<file path="src/rtl/ps2_host_tx.sv">
// Host-to-device PS/2 command transmitter: request-to-send, 11-bit frame clocked
// by the device, acknowledge check and a line-activity timeout.
module ps2_host_tx #(
    parameter int INHIBIT_CYCLES = 2700,
    parameter int TIMEOUT_CYCLES = 405000
) (
    input  logic       clock_27mhz,
    input  logic       reset,
    input  logic [7:0] tx_data,
    input  logic       tx_valid,
    output logic       tx_ready,
    input  logic       ps2c,
    input  logic       ps2d,
    output logic       ps2c_oe,
    output logic       ps2d_oe,
    output logic       busy,
    output logic       tx_done,
    output logic       tx_error
);
    localparam int MAXC = (INHIBIT_CYCLES > TIMEOUT_CYCLES) ? INHIBIT_CYCLES : TIMEOUT_CYCLES;
    localparam int CW   = $clog2(MAXC + 1);

    localparam logic [2:0] IDLE      = 3'd0;
    localparam logic [2:0] INHIBIT   = 3'd1;
    localparam logic [2:0] START     = 3'd2;
    localparam logic [2:0] SEND      = 3'd3;
    localparam logic [2:0] ACK       = 3'd4;
    localparam logic [2:0] WAIT_IDLE = 3'd5;

    logic [2:0]    state_q, state_d;
    logic [2:0]    c_s_q;
    logic [1:0]    d_s_q;
    logic [9:0]    frame_q, frame_d;
    logic [3:0]    k_q, k_d;
    logic [CW-1:0] cnt_q, cnt_d;
    logic          c_oe_q, c_oe_d, d_oe_q, d_oe_d;
    logic          done_q, done_d, err_q, err_d;
    logic          busy_q, ready_q;
    logic          fall, timeout;

    assign fall    = c_s_q[2] & ~c_s_q[1];
    assign timeout = (cnt_q == CW'(TIMEOUT_CYCLES - 1));

    always_comb begin
        state_d = state_q;
        frame_d = frame_q;
        k_d     = k_q;
        cnt_d   = cnt_q;
        c_oe_d  = c_oe_q;
        d_oe_d  = d_oe_q;
        done_d  = 1'b0;
        err_d   = 1'b0;
        case (state_q)
            IDLE: begin
                c_oe_d = 1'b0;
                d_oe_d = 1'b0;
                if (tx_valid) begin
                    frame_d = {1'b1, ~^tx_data, tx_data};
                    k_d     = 4'd0;
                    cnt_d   = '0;
                    c_oe_d  = 1'b1;
                    state_d = INHIBIT;
                end
            end
            INHIBIT: begin
                if (cnt_q == CW'(INHIBIT_CYCLES - 1)) begin
                    d_oe_d  = 1'b1;
                    cnt_d   = '0;
                    state_d = START;
                end else begin
                    cnt_d = cnt_q + CW'(1);
                end
            end
            START: begin
                // Releasing the clock with data held low is the start bit.
                c_oe_d  = 1'b0;
                cnt_d   = '0;
                k_d     = 4'd0;
                state_d = SEND;
            end
            SEND: begin
                if (fall) begin
                    k_d   = k_q + 4'd1;
                    cnt_d = '0;
                    if (k_q == 4'd9) begin
                        d_oe_d  = 1'b0;
                        state_d = ACK;
                    end else begin
                        d_oe_d = ~frame_q[k_q];
                    end
                end else if (timeout) begin
                    err_d   = 1'b1;
                    c_oe_d  = 1'b0;
                    d_oe_d  = 1'b0;
                    state_d = IDLE;
                end else begin
                    cnt_d = cnt_q + CW'(1);
                end
            end
            ACK: begin
                if (fall) begin
                    cnt_d = '0;
                    if (d_s_q[1]) begin
                        err_d   = 1'b1;
                        state_d = IDLE;
                    end else begin
                        state_d = WAIT_IDLE;
                    end
                end else if (timeout) begin
                    err_d   = 1'b1;
                    state_d = IDLE;
                end else begin
                    cnt_d = cnt_q + CW'(1);
                end
            end
            WAIT_IDLE: begin
                if (c_s_q[1] && d_s_q[1]) begin
                    done_d  = 1'b1;
                    state_d = IDLE;
                end else if (fall) begin
                    cnt_d = '0;
                end else if (timeout) begin
                    err_d   = 1'b1;
                    state_d = IDLE;
                end else begin
                    cnt_d = cnt_q + CW'(1);
                end
            end
            default: begin
                c_oe_d  = 1'b0;
                d_oe_d  = 1'b0;
                state_d = IDLE;
            end
        endcase
    end

    always_ff @(posedge clock_27mhz) begin
        if (reset) begin
            state_q <= IDLE;
            c_s_q   <= 3'b111;
            d_s_q   <= 2'b11;
            frame_q <= '0;
            k_q     <= 4'd0;
            cnt_q   <= '0;
            c_oe_q  <= 1'b0;
            d_oe_q  <= 1'b0;
            done_q  <= 1'b0;
            err_q   <= 1'b0;
            busy_q  <= 1'b0;
            ready_q <= 1'b1;
        end else begin
            state_q <= state_d;
            c_s_q   <= {c_s_q[1:0], ps2c};
            d_s_q   <= {d_s_q[0], ps2d};
            frame_q <= frame_d;
            k_q     <= k_d;
            cnt_q   <= cnt_d;
            c_oe_q  <= c_oe_d;
            d_oe_q  <= d_oe_d;
            done_q  <= done_d;
            err_q   <= err_d;
            busy_q  <= (state_d != IDLE);
            ready_q <= (state_d == IDLE);
        end
    end

    assign tx_ready = ready_q;
    assign busy     = busy_q;
    assign ps2c_oe  = c_oe_q;
    assign ps2d_oe  = d_oe_q;
    assign tx_done  = done_q;
    assign tx_error = err_q;
endmodule
</file>
<file path="config.mk">
export PLATFORM = sky130hd
export DESIGN_NAME = ps2_host_tx
export DESIGN_NICKNAME = d
export VERILOG_FILES = /design/src/rtl/ps2_host_tx.sv
export SDC_FILE = /design/constraint.sdc
export NUM_CORES = 1
export LEC_CHECK = 0
export CORE_ASPECT_RATIO = 0.5
export CORE_UTILIZATION = 40
export CTS_CLUSTER_DIAMETER = 60
export DETAILED_ROUTE_END_ITERATION = 8
export PLACE_DENSITY = 0.6
export SLEW_MARGIN = 20
export SYNTH_ARGS = -nofsm -noshare
export SYNTH_HDL_FRONTEND = slang
export SYNTH_SLANG_ARGS = --single-unit
</file>
<file path="constraint.sdc">
create_clock -name clock_27mhz -period 4.2 [get_ports clock_27mhz]
set_clock_uncertainty 0.05 [all_clocks]
set_input_delay 0.84 -clock clock_27mhz [delete_from_list [all_inputs] [get_ports clock_27mhz]]
set_output_delay 0.84 -clock clock_27mhz [all_outputs]
set_load 0.01 [all_outputs]
</file>
# ---- After elaboration in Yosys (flattened, before gate mapping)
# Cells that the tools add are included.
dict set report classes {
  add_sub_neg 2
  order_cmp 1
  n_eq_ne 15
  n_mux 36
  bitwise_logic 6
  reduce_logical 16
}
# operator n
set op_table {}
lappend op_table {{two-way mux 19 bit} 5}
lappend op_table {{one-hot mux 19 bit (5 select lines)} 1}
lappend op_table {{two-way mux 3 bit} 9}
lappend op_table {{adder 19 x 1 -> 19 bit (second input constant)} 1}
lappend op_table {{== test 19 x 12 -> 1 bit (second input constant)} 1}
lappend op_table {{== test 19 bit (second input constant)} 1}
lappend op_table {{one-hot mux 3 bit (6 select lines)} 1}
lappend op_table {{two-way mux 1 bit} 13}
lappend op_table {{inequality test 2 bit (second input constant)} 6}
lappend op_table {{one-hot mux 4 bit (3 select lines)} 1}
lappend op_table {{AND reduction 3 bit} 4}
lappend op_table {{one-hot mux 1 bit (3 select lines)} 3}
lappend op_table {{two-way mux 4 bit} 2}
lappend op_table {{XNOR reduction 8 bit} 1}
lappend op_table {{== test 3 x 2 -> 1 bit (second input constant)} 2}
lappend op_table {{== test 3 bit (second input constant)} 2}
lappend op_table {{zero test 3 bit} 2}
lappend op_table {{nonzero test 3 bit} 2}
lappend op_table {{OR reduction 3 bit} 2}
lappend op_table {{< comparator 4 x 5 -> 1 bit (second input constant)} 1}
lappend op_table {{NOT 1 bit} 5}
lappend op_table {{nonzero test 5 bit} 1}
lappend op_table {{adder 4 x 1 -> 4 bit (second input constant)} 1}
lappend op_table {{binary-select mux 1 bit (select 4 bit)} 1}
lappend op_table {{7 further kinds} 8}
dict set report totals {
  reg_bits 47
  input_bits 13
  output_inout_bits 6
  word_cells 88
}

# ---- Longest topological paths before layout
# Gate-level depths: netlist of the first run.
dict set report depth {
  depth_word 6
  mapped_depth 8
  ltp_nobuf 7
}

# ---- Worst setup path before layout of the first run
# No wires, ideal clock.
dict set report synth_timing {
  kind {input-to-reg}
  start {input tx_valid}
  end {register cnt_q[9]}
  setup_ps 61
  arrival_ps 1928
  t_required_ps 4089
  path_slack_ps 2161
  path_stages 6
  n_path_buf 0
  path_cell_list {nor4_1 a21oi_1 o311a_4 and3_1 xor2_1 nor2b_4}
}
dict set report synth_via {
  elab_chain_cells 2
}
# element line
set synth_lines {}
lappend synth_lines {{start, declared} 10} ;# input logic tx_valid,
lappend synth_lines {{inequality test 2 bit (no line)} --}
lappend synth_lines {{AND reduction 3 bit (no line)} --}
lappend synth_lines {{end signal, assigned} 157} ;# cnt_q <= cnt_d;
lappend synth_lines {{end, declared} 35} ;# logic [CW-1:0] cnt_q, cnt_d;
# No other way between the ends.
# A chain may end at the register's enable or synchronous reset.

==> metrics.cfg, run 1 <==
[yosys]
synth-simple-area-share_pct = 30.1
syn_area_sq_mm = 0.00232
synth_cells = 269
synth_most_common_cell = dfxtp_1
ys_warn_count = 0
synth_top_area_share_pct = 40.6
yosys-top-cells-area = dfxtp_1 41%, nor2_1 6.2%, nand2_1 5.8%
synth_top_family_by_area = simple AND/OR/NAND/NOR gates
synth_xor_area_share_pct = 10.2
synth_compound_area_share_pct = 12.3
synth-seq-cells = 47
synth.avg_cell_area_sq_um = 8.61
yosys.area.top_type = dfxtp_1
synth_edf_count = 0
yosysSeqAreaShare_pct = 40.6
synth_nets = 285
synthTopCellsByCount = 47 x dfxtp_1, 38 x nor2_1, 36 x nand2_1, 17 x a21oi_1, 15 x nand3_1
synth_mux_area_share_pct = 3.24
synth-async-reset-ratio_pct = 0
synth_ff_type = dfxtp_1
synth.distinct_cells = 51
synthAdderAreaFrac_pct = 1.62

[sta]
fmax_mhz = 400
setup_tns_ns = 0
fin_crit_ns = 2.50
worst_pin_slew_ns = 1.10
maxSlewViolCount = 0
hold_violations = 0
min_period_over_period_pct = 59.5
rsz0062_at_grt = false
finalSetupViolations = 0
slew_headroom_pct = 25.9

[routing]
wl_microns = 4810
drt_iter0_drc = 99
viasPerCell = 5.38
ant_nets = 0
wl_per_cell_microns = 13.4
vias = 1936
drc = 0
first_pass_iters = 4

[floorplan]
die_h_microns = 55.8
rows = 19
fp.dieW_microns = 110
die-area_sq_mm = 0.00612
coreArea_sq_mm = 0.00554
start_util_pct = 41.8
io_pins = 19

[worst_setup_path]
rrSetupSlack_ns = 2.01
start_kind = primary input
critPathKind = primary input to register
cp.arrival_ns = 2.62
required_ns = 4.33
path_max_fanout = 21
end_kind = register

[power_and_ir_drop]
power.leakage_nw = 0.990
total_power_mw = 1.01
ir_drop_v = 0.000187
power_density_mw_per_mm2 = 371

[clock_network]
cts_made_buffers = 5
cts.sinks = 47
ctsHoldBuffers = 0
clk_pin_slew_ns = 0.06
cts_buffer_depth = 2
htreeDepth = 2
cts_resized = 0
clk-insertion-delay-late_ns = 0.29
cts_setup_buffers = 0
cts_root_buf = clkbuf_16
cts_tree = yes

[cells_and_area]
area_growth_pct = 17.4
n_antenna_cell = 0
layout-drive-gt1-share_pct = 9.06
nets = 303

[run]
maxCapViolCount = 0

[placed_design]
dp_hpwl_microns = 3410
io_buffers = 18
gp_congestion = 0.828

[global_route]
antenna_found_initial = 0
grt_pass1_vias = 1801
grt_max_degree = 22
grt_first_pass_wirelength_microns = 8020
grt_overflow_total = 0
grt_usage_pct = 17.0

[worst_hold_path]
worstHoldPathType = register to register

[outcome]
outcome = completed

==> layout make-up <==
class	count	area (sq um)
Clock inverter	2	37.5
Clock buffer	5	125
Timing Repair Buffer	18	180
Multi-Input combinational cell	212	1330
Sequential cell	47	941
Inverter	3	11.3
Tap cell	73	91.3
Fill cell	552	2820
==> logic make-up after synthesis <==
logic type                 Yosys count
buffers and inverters               10
muxes                                5
DFF                                 47
xor gates and xnor gates            27
and+or+nand+nor                    136
AOI/OAI and AO/OA                   41
adders and majority gates            3
==> sequential cells by signal, summed over array words and instances (netlist names) <==
name,count
cnt_q,19
c_s_q,3
state_q,3
busy,1
ps2d_oe,1
k_q,4
tx_done,1
tx_ready,1
tx_error,1
d_s_q,2
frame_q,10
ps2c_oe,1
==> layer usage <==
metal / wire, microns / track usage, % / vias to the layer above / share of wire [%]
li1: - / - / 976 / -
met1: 2330 / 22.4 / 910 / 48
met2: 2180 / 26.9 / 41 / 45
met3: 229 / 4.68 / 9 / 4.8
met4: 76 / 5.90 / 0 / 1.6
met5: 0 / 0 / - / 0
==> where the power goes <==
group          internal (mW)  switching, mW
clock network          0.277          0.166
registers              0.461         0.0132
logic                 0.0446         0.0467
total                  0.783          0.226
==> critical path, stage by stage <==
cell	delay, ns
clkdlybuf4s50_1	0.95
inv_1	0.26
nand2_1	0.14
a31oi_1	0.07
or3_1	0.36
==> placed cells by master, fill, tap and decap left out, drive strengths merged, types with 3 or more instances in the layout <==
| cell type | n |
|---|---|
| a21oi | 17 |
| a31oi | 3 |
| and3 | 7 |
| clkbuf | 5 |
| clkdlybuf4s50 | 18 |
| dfxtp | 47 |
| ha | 3 |
| inv | 3 |
| mux2i | 3 |
| nand2 | 37 |
| nand2b | 3 |
| nand3 | 16 |
| nand4 | 6 |
| nor2 | 38 |
| nor2b | 5 |
| nor3 | 10 |
| o21ai | 6 |
| or2 | 5 |
| xnor2 | 14 |
| xor2 | 13 |
==> worst paths after layout <==
| check | start | to | cells past startpoint |
|---|---|---|---|
| min reg2reg | d_s_q[0] | d_s_q[1] | 1 |
| max | reset | busy | 5 |
| max reg2reg | state_q[0] | cnt_q[9] | 6 |
| min | d_s_q[0] | d_s_q[1] | 1 |
==> stage by stage <==
step	hold WS, ns	utilization (%)	cell area (sq um)	instances	setup slack, ns
6_report	0.363	49.1	2720	360	1.70
4_1_cts	0.369	49.1	2720	360	1.70
5_1_grt	0.377	49.1	2720	360	1.54
3_3_place_gp	0.345	46.1	2560	353	1.44
3_5_place_dp	0.353	46.1	2560	353	1.39
2_1_floorplan	0.339	-	2320	269	2.16
Note: power is estimated with default switching activity, not from simulation.
==> inputs of run 2 (changes only) <==
Settings changed: PLACE_DENSITY 0.6 to 0.62.
Clock period 4.2 ns to 2.05 ns, I/O delays scaled along.
==> metrics.cfg, run 2 (synthesis gave the netlist of run 1 again) <==
[outcome]
outcome = completed  ; unchanged

[clock_network]
cts_buffer_depth = 2  ; unchanged
cts_made_buffers = 5  ; unchanged
cts_tree = yes  ; unchanged
clk-insertion-delay-late_ns = 0.28  ; was 0.29 ns
ctsHoldBuffers = 0  ; unchanged
cts.sinks = 47  ; unchanged
clk_pin_slew_ns = 0.06  ; about the same
htreeDepth = 2  ; unchanged
cts_root_buf = clkbuf_16  ; unchanged

[worst_setup_path]
worst-path-buf-inv = 0  ; was 2
crit_family = simple AND/OR/NAND/NOR gates  ; was buffers and inverters
startpoint = cnt_q[0]  ; was reset
start_kind = register  ; was primary input
critPathKind = register to register  ; was primary input to register
r2r_start = cnt_q[0]  ; was state_q[0]
cp.arrival_ns = 2.05  ; was 2.62 ns
required_ns = 2.17  ; was 4.33 ns
end_kind = register  ; unchanged
slowest_stage = o311a_4  ; was clkdlybuf4s50_1
crit_chain = ha_1, and4b_2, nand3_4, o311a_4, and3_1, xor2_1, nor2b_4  ; was clkdlybuf4s50_1, inv_1, nand2_1, a31oi_1, or3_1
path_max_fanout = 8  ; was 21
cpPeakStageDelay_ns = 0.38  ; was 0.95 ns

[power_and_ir_drop]
power_frac_comb_pct = 11.4  ; was 9.0%
ir_drop_v = 0.000361  ; was 0.000187 V
pwr-share-clk_pct = 38.3  ; was 43.9%
p_seq_share_pct = 50.3  ; was 47.0%
power_density_mw_per_mm2 = 671  ; was 371 mW/mm^2
power.switching_mw = 0.427  ; was 0.226 mW
p_sw_share_pct = 22.2  ; was 22.4%
intPower_mw = 1.49  ; was 0.783 mW
total_power_mw = 1.92  ; was 1.01 mW
power.leakage_nw = 1.09  ; was 0.990 nW

[cells_and_area]
final-seq-area_sq_um = 941  ; unchanged
area_growth_pct = 23.7  ; was 17.4%
fin_area_sq_mm = 0.00286  ; was 0.00272 sq mm
layout-drive-gt1-share_pct = 15.5  ; was 9.06%
fill_cells = 544  ; was 552
mostFrequentLayoutCell = dfxtp_1  ; unchanged
reg_top3 = cnt_q: 19 flops, frame_q: 10 flops, k_q: 4 flops  ; unchanged
nets = 326  ; was 303
largest_register_ffs = 19  ; unchanged
multi_input_comb_area_sq_mm = 0.00134  ; was 0.00133 sq mm
layout_common_cells = 47 x dfxtp_1, 38 x nor2_1, 36 x nand2_1  ; unchanged
fin_util_pct = 51.7  ; was 49.1%
n_antenna_cell = 0  ; unchanged
top_register = cnt_q  ; unchanged

[placed_design]
io_buffers = 18  ; unchanged
gp_congestion = 0.889  ; was 0.828
dp_hpwl_microns = 3660  ; was 3410 microns
placed_area_sq_mm = 0.00272  ; was 0.00256 sq mm

[routing]
vias = 1998  ; was 1936
drt_iter0_drc = 55  ; was 99
drc = 0  ; unchanged
wl_per_cell_microns = 12.8  ; was 13.4 microns
wl_microns = 4900  ; was 4810 microns
ant_nets = 0  ; unchanged
first_pass_iters = 4  ; unchanged
viasPerCell = 5.23  ; was 5.38

[global_route]
grt_pass1_vias = 1885  ; was 1801
use_met3_pct = 4.33  ; was 4.68%
use_met2_pct = 29.8  ; was 26.9%
grt_busiest_layer = met2  ; unchanged
grt_first_pass_wirelength_microns = 8280  ; was 8020 microns
grt_usage_pct = 17.4  ; was 17.0%
grt_max_degree = 20  ; was 22
use_met1_pct = 21.3  ; was 22.4%
grt_overflow_total = 0  ; unchanged
antenna_found_initial = 0  ; unchanged

[sta]
fin_crit_ns = 1.93
rsz0062_at_grt = false  ; unchanged
fmax_mhz = 518
maxSlewViolCount = 0  ; unchanged
worst_pin_slew_ns = 0.447  ; was 1.10 ns
finalSetupViolations = 0  ; unchanged
min_period_over_period_pct = 94.2
hold_violations = 0  ; unchanged
slew_headroom_pct = 70.0  ; was 25.9%

[run]
maxCapViolCount = 0  ; unchanged

[worst_hold_path]
worstHoldPathType = register to register  ; unchanged
hold_start = d_s_q[0]  ; unchanged

[floorplan]
die_h_microns = 55.8  ; unchanged
coreArea_sq_mm = 0.00554  ; unchanged
fp.dieW_microns = 110  ; unchanged
io_pins = 19  ; unchanged
die-area_sq_mm = 0.00612  ; unchanged
start_util_pct = 41.8  ; unchanged
rows = 19  ; unchanged

-- run 2: area by class of cell --
cell class                 count  area share [%]
timing repair buffer          41            12.3
tap                           73            3.19
clock buffer                   6            4.50
sequential                    47            32.9
inverter                       3           0.393
multi-input combinational    212            46.7
-- run 2: metrics by stage --
step | TNS, ns | std cells | setup WS, ns | hold slack [ns]
floorplan | 0 | 269 | 0.125 | 0.339
global placement | 0 | 375 | 0.0238 | 0.344
detailed placement | -0.00945 | 375 | -0.00945 | 0.350
CTS | 0 | 381 | 0.0451 | 0.364
global route | 0 | 382 | 0.0167 | 0.380
finish | 0 | 382 | 0.119 | 0.363
-- run 2: repair_timing --
action / 4_1_cts / 5_1_grt
endpoints found under the setup margin: 0 / 20
resized for setup: 0 / 2
setup buffers: 0 / 1
-- run 2: path summary, 6_finish.rpt --
kind	endpoint	slack (ns)	cells past startpoint
worst max-delay path	cnt_q[9]	0.12	7
worst min-delay path	d_s_q[1]	0.36	1
worst max register to register	cnt_q[9]	0.12	7
worst min register to register	d_s_q[1]	0.36	1
-- run 2: power by group through the flow --
stage / Sequential [mW] / Combinational (mW) / Clock, mW
final: 0.966 / 0.220 / 0.735
after global routing: 0.970 / 0.240 / 0.806
after CTS: 0.966 / 0.220 / 0.759
after detailed placement: 0.987 / 0.219 / 0
after global placement: 0.985 / 0.215 / 0
after floorplan: 0.983 / 0.129 / 0
-- run 2: routing by layer --
metal	up-vias	share of wire, %
li1	1023	-
met2	39	47
met4	0	1.5
met1	927	48
met3	9	3.6
met5	-	0
==> inputs of run 3 (changes only) <==
Settings changed: CORE_UTILIZATION 40 to 52, PLACE_DENSITY 0.62 to not set, PLACE_DENSITY_LB_ADDON set to 0.15, SKIP_CTS_REPAIR_TIMING set to 1.
==> metrics.cfg, run 3 (synthesis gave the netlist of run 1 again) <==
[clock_network]
htreeDepth = 2  ; unchanged
cts_buffer_depth = 2  ; unchanged
clk-insertion-delay-late_ns = 0.30  ; was 0.28 ns
clk_pin_slew_ns = 0.08  ; was 0.06 ns
cts_root_buf = clkbuf_8  ; was clkbuf_16
cts_made_buffers = 5  ; unchanged
cts.sinks = 47  ; unchanged
cts_tree = yes  ; unchanged

[power_and_ir_drop]
ir_drop_v = 0.000283  ; was 0.000361 V
power.switching_mw = 0.421  ; was 0.427 mW
p_sw_share_pct = 24.6  ; was 22.2%
pwr-share-clk_pct = 31.1  ; was 38.3%
power_frac_comb_pct = 12.7  ; was 11.4%
power.leakage_nw = 1.08  ; was 1.09 nW
intPower_mw = 1.29  ; was 1.49 mW
p_seq_share_pct = 56.2  ; was 50.3%
power_density_mw_per_mm2 = 612  ; was 671 mW/mm^2
total_power_mw = 1.71  ; was 1.92 mW

[worst_setup_path]
cp-endpoint = cnt_q[9]  ; unchanged
end_kind = register  ; unchanged
path_max_fanout = 8  ; unchanged
r2r-end = cnt_q[9]  ; unchanged
cpPeakStageDelay_ns = 0.43  ; was 0.38 ns
start_kind = register  ; unchanged
slowest_stage = o311a_4  ; unchanged
rrSetupSlack_ns = 0.06  ; was 0.12 ns
worst-path-buf-inv = 0  ; unchanged
crit_family = simple AND/OR/NAND/NOR gates  ; unchanged
reg2regPathDepth = 7  ; unchanged
critPathKind = register to register  ; unchanged
required_ns = 2.20  ; was 2.17 ns
cp_num_cells = 7  ; unchanged
crit_chain = ha_1, and4b_2, nand3_4, o311a_4, and3_1, xor2_1, nor2b_4  ; unchanged
r2r_start = cnt_q[0]  ; unchanged
cp.arrival_ns = 2.13  ; was 2.05 ns
startpoint = cnt_q[0]  ; unchanged

[floorplan]
die-area_sq_mm = 0.00474  ; was 0.00612 sq mm
coreArea_sq_mm = 0.00408  ; was 0.00554 sq mm
io_pins = 19  ; unchanged
die_h_microns = 49.2  ; was 55.8 microns
fp.dieW_microns = 96.4  ; was 110 microns
start_util_pct = 56.7  ; was 41.8%
rows = 16  ; was 19

[sta]
whs_ns = 0.363  ; about the same
slew_headroom_pct = 70.4  ; was 70.0%
fmax_mhz = 503  ; was 518 MHz
setup_tns_ns = 0  ; unchanged
fin_ws_ns = 0.0608  ; was 0.119 ns
fin_crit_ns = 1.99  ; was 1.93 ns
worst_pin_slew_ns = 0.441  ; was 0.447 ns
rsz0062_at_grt = true  ; was false
min_period_over_period_pct = 97.0  ; was 94.2%
maxSlewViolCount = 0  ; unchanged
hold_violations = 0  ; unchanged
finalSetupViolations = 0  ; unchanged

[cells_and_area]
nets = 327  ; was 326
fin_area_sq_mm = 0.00280  ; was 0.00286 sq mm
layout_common_cells = 47 x dfxtp_1, 38 x nor2_1, 36 x nand2_1  ; unchanged
final_cells = 366  ; was 382
layout-drive-gt1-share_pct = 16.0  ; was 15.5%
fill_cells = 358  ; was 544
n_antenna_cell = 0  ; unchanged
largest_register_ffs = 19  ; unchanged
reg_top3 = cnt_q: 19 flops, frame_q: 10 flops, k_q: 4 flops  ; unchanged
top_register = cnt_q  ; unchanged
fin_util_pct = 68.6  ; was 51.7%
mostFrequentLayoutCell = dfxtp_1  ; unchanged
area_growth_pct = 20.9  ; was 23.7%

[global_route]
antenna_found_initial = 0  ; unchanged
grt_usage_pct = 22.8  ; was 17.4%
grt_first_pass_wirelength_microns = 8340  ; was 8280 microns
grt_max_degree = 20  ; unchanged
grt_overflow_total = 0  ; unchanged
grt_pass1_vias = 1871  ; was 1885

[outcome]
outcome = completed  ; unchanged

[routing]
ant_nets = 0  ; unchanged
wl_per_cell_microns = 13.7  ; was 12.8 microns
first_pass_iters = 4  ; unchanged
vias = 2011  ; was 1998
viasPerCell = 5.49  ; was 5.23
drc = 0  ; unchanged
drt_iter0_drc = 78  ; was 55
wl_microns = 5030  ; was 4900 microns

[placed_design]
dp_slack_ns = -0.0346  ; was -0.00945 ns
placed_area_sq_mm = 0.00271  ; was 0.00272 sq mm
io_buffers = 18  ; unchanged
dp.cells = 358  ; was 375
dp_hpwl_microns = 3730  ; was 3660 microns
gp_congestion = 0.941  ; was 0.889

[run]
maxCapViolCount = 0  ; unchanged

[worst_hold_path]
worstHoldPathType = register to register  ; unchanged
hold_start = d_s_q[0]  ; unchanged

-- run 3: cell types whose count changed in the layout (fill, tap and decap cells not counted) --
cell / previous run / this run
clkinv_2: 0 / 1
clkbuf_8: 0 / 5
clkbuf_1: 1 / 2
buf_4: 23 / 24
clkbuf_16: 5 / 0
-- run 3: layout make-up --
| type | instances | area [sq um] | share of cell area [%] |
|---|---|---|---|
| clock buffers | 7 | 76.3 | 2.73 |
| clock inverters | 1 | 5.00 | 0.179 |
| inverters | 3 | 11.3 | 0.402 |
| multi-input cells | 212 | 1340 | 47.8 |
| flip-flops and latches | 47 | 941 | 33.6 |
| well taps | 54 | 67.6 | 2.41 |
| repair buffers | 42 | 360 | 12.9 |
-- run 3: power by group through the flow --
| stage | Sequential (mW) | Combinational (mW) | Clock [mW] |
|---|---|---|---|
| 2_1_floorplan | 0.983 | 0.129 | 0 |
| 3_3_place_gp | 0.982 | 0.211 | 0 |
| 3_5_place_dp | 0.984 | 0.215 | 0 |
| 4_1_cts | 0.962 | 0.217 | 0.543 |
| 5_1_grt | 0.966 | 0.241 | 0.584 |
| 6_report | 0.962 | 0.218 | 0.532 |
-- run 3: per-layer routing --
layer,part of all wire [%],track usage (%),vias up
li1,-,-,1021
met1,47,29.3,945
met2,47,38.2,38
met3,4.4,6.39,7
met4,1.4,5.15,0
met5,0,0,-
-- run 3: worst min-delay path by stage --
| stage | end | cells after the start |
|---|---|---|
| finish | d_s_q[1] | 1 |
| global route | d_s_q[1] | 1 |
| CTS | d_s_q[1] | 1 |
| detailed placement | d_s_q[1] | 1 |
| global placement | c_s_q[1] | 1 |
| floorplan | c_s_q[1] | 1 |
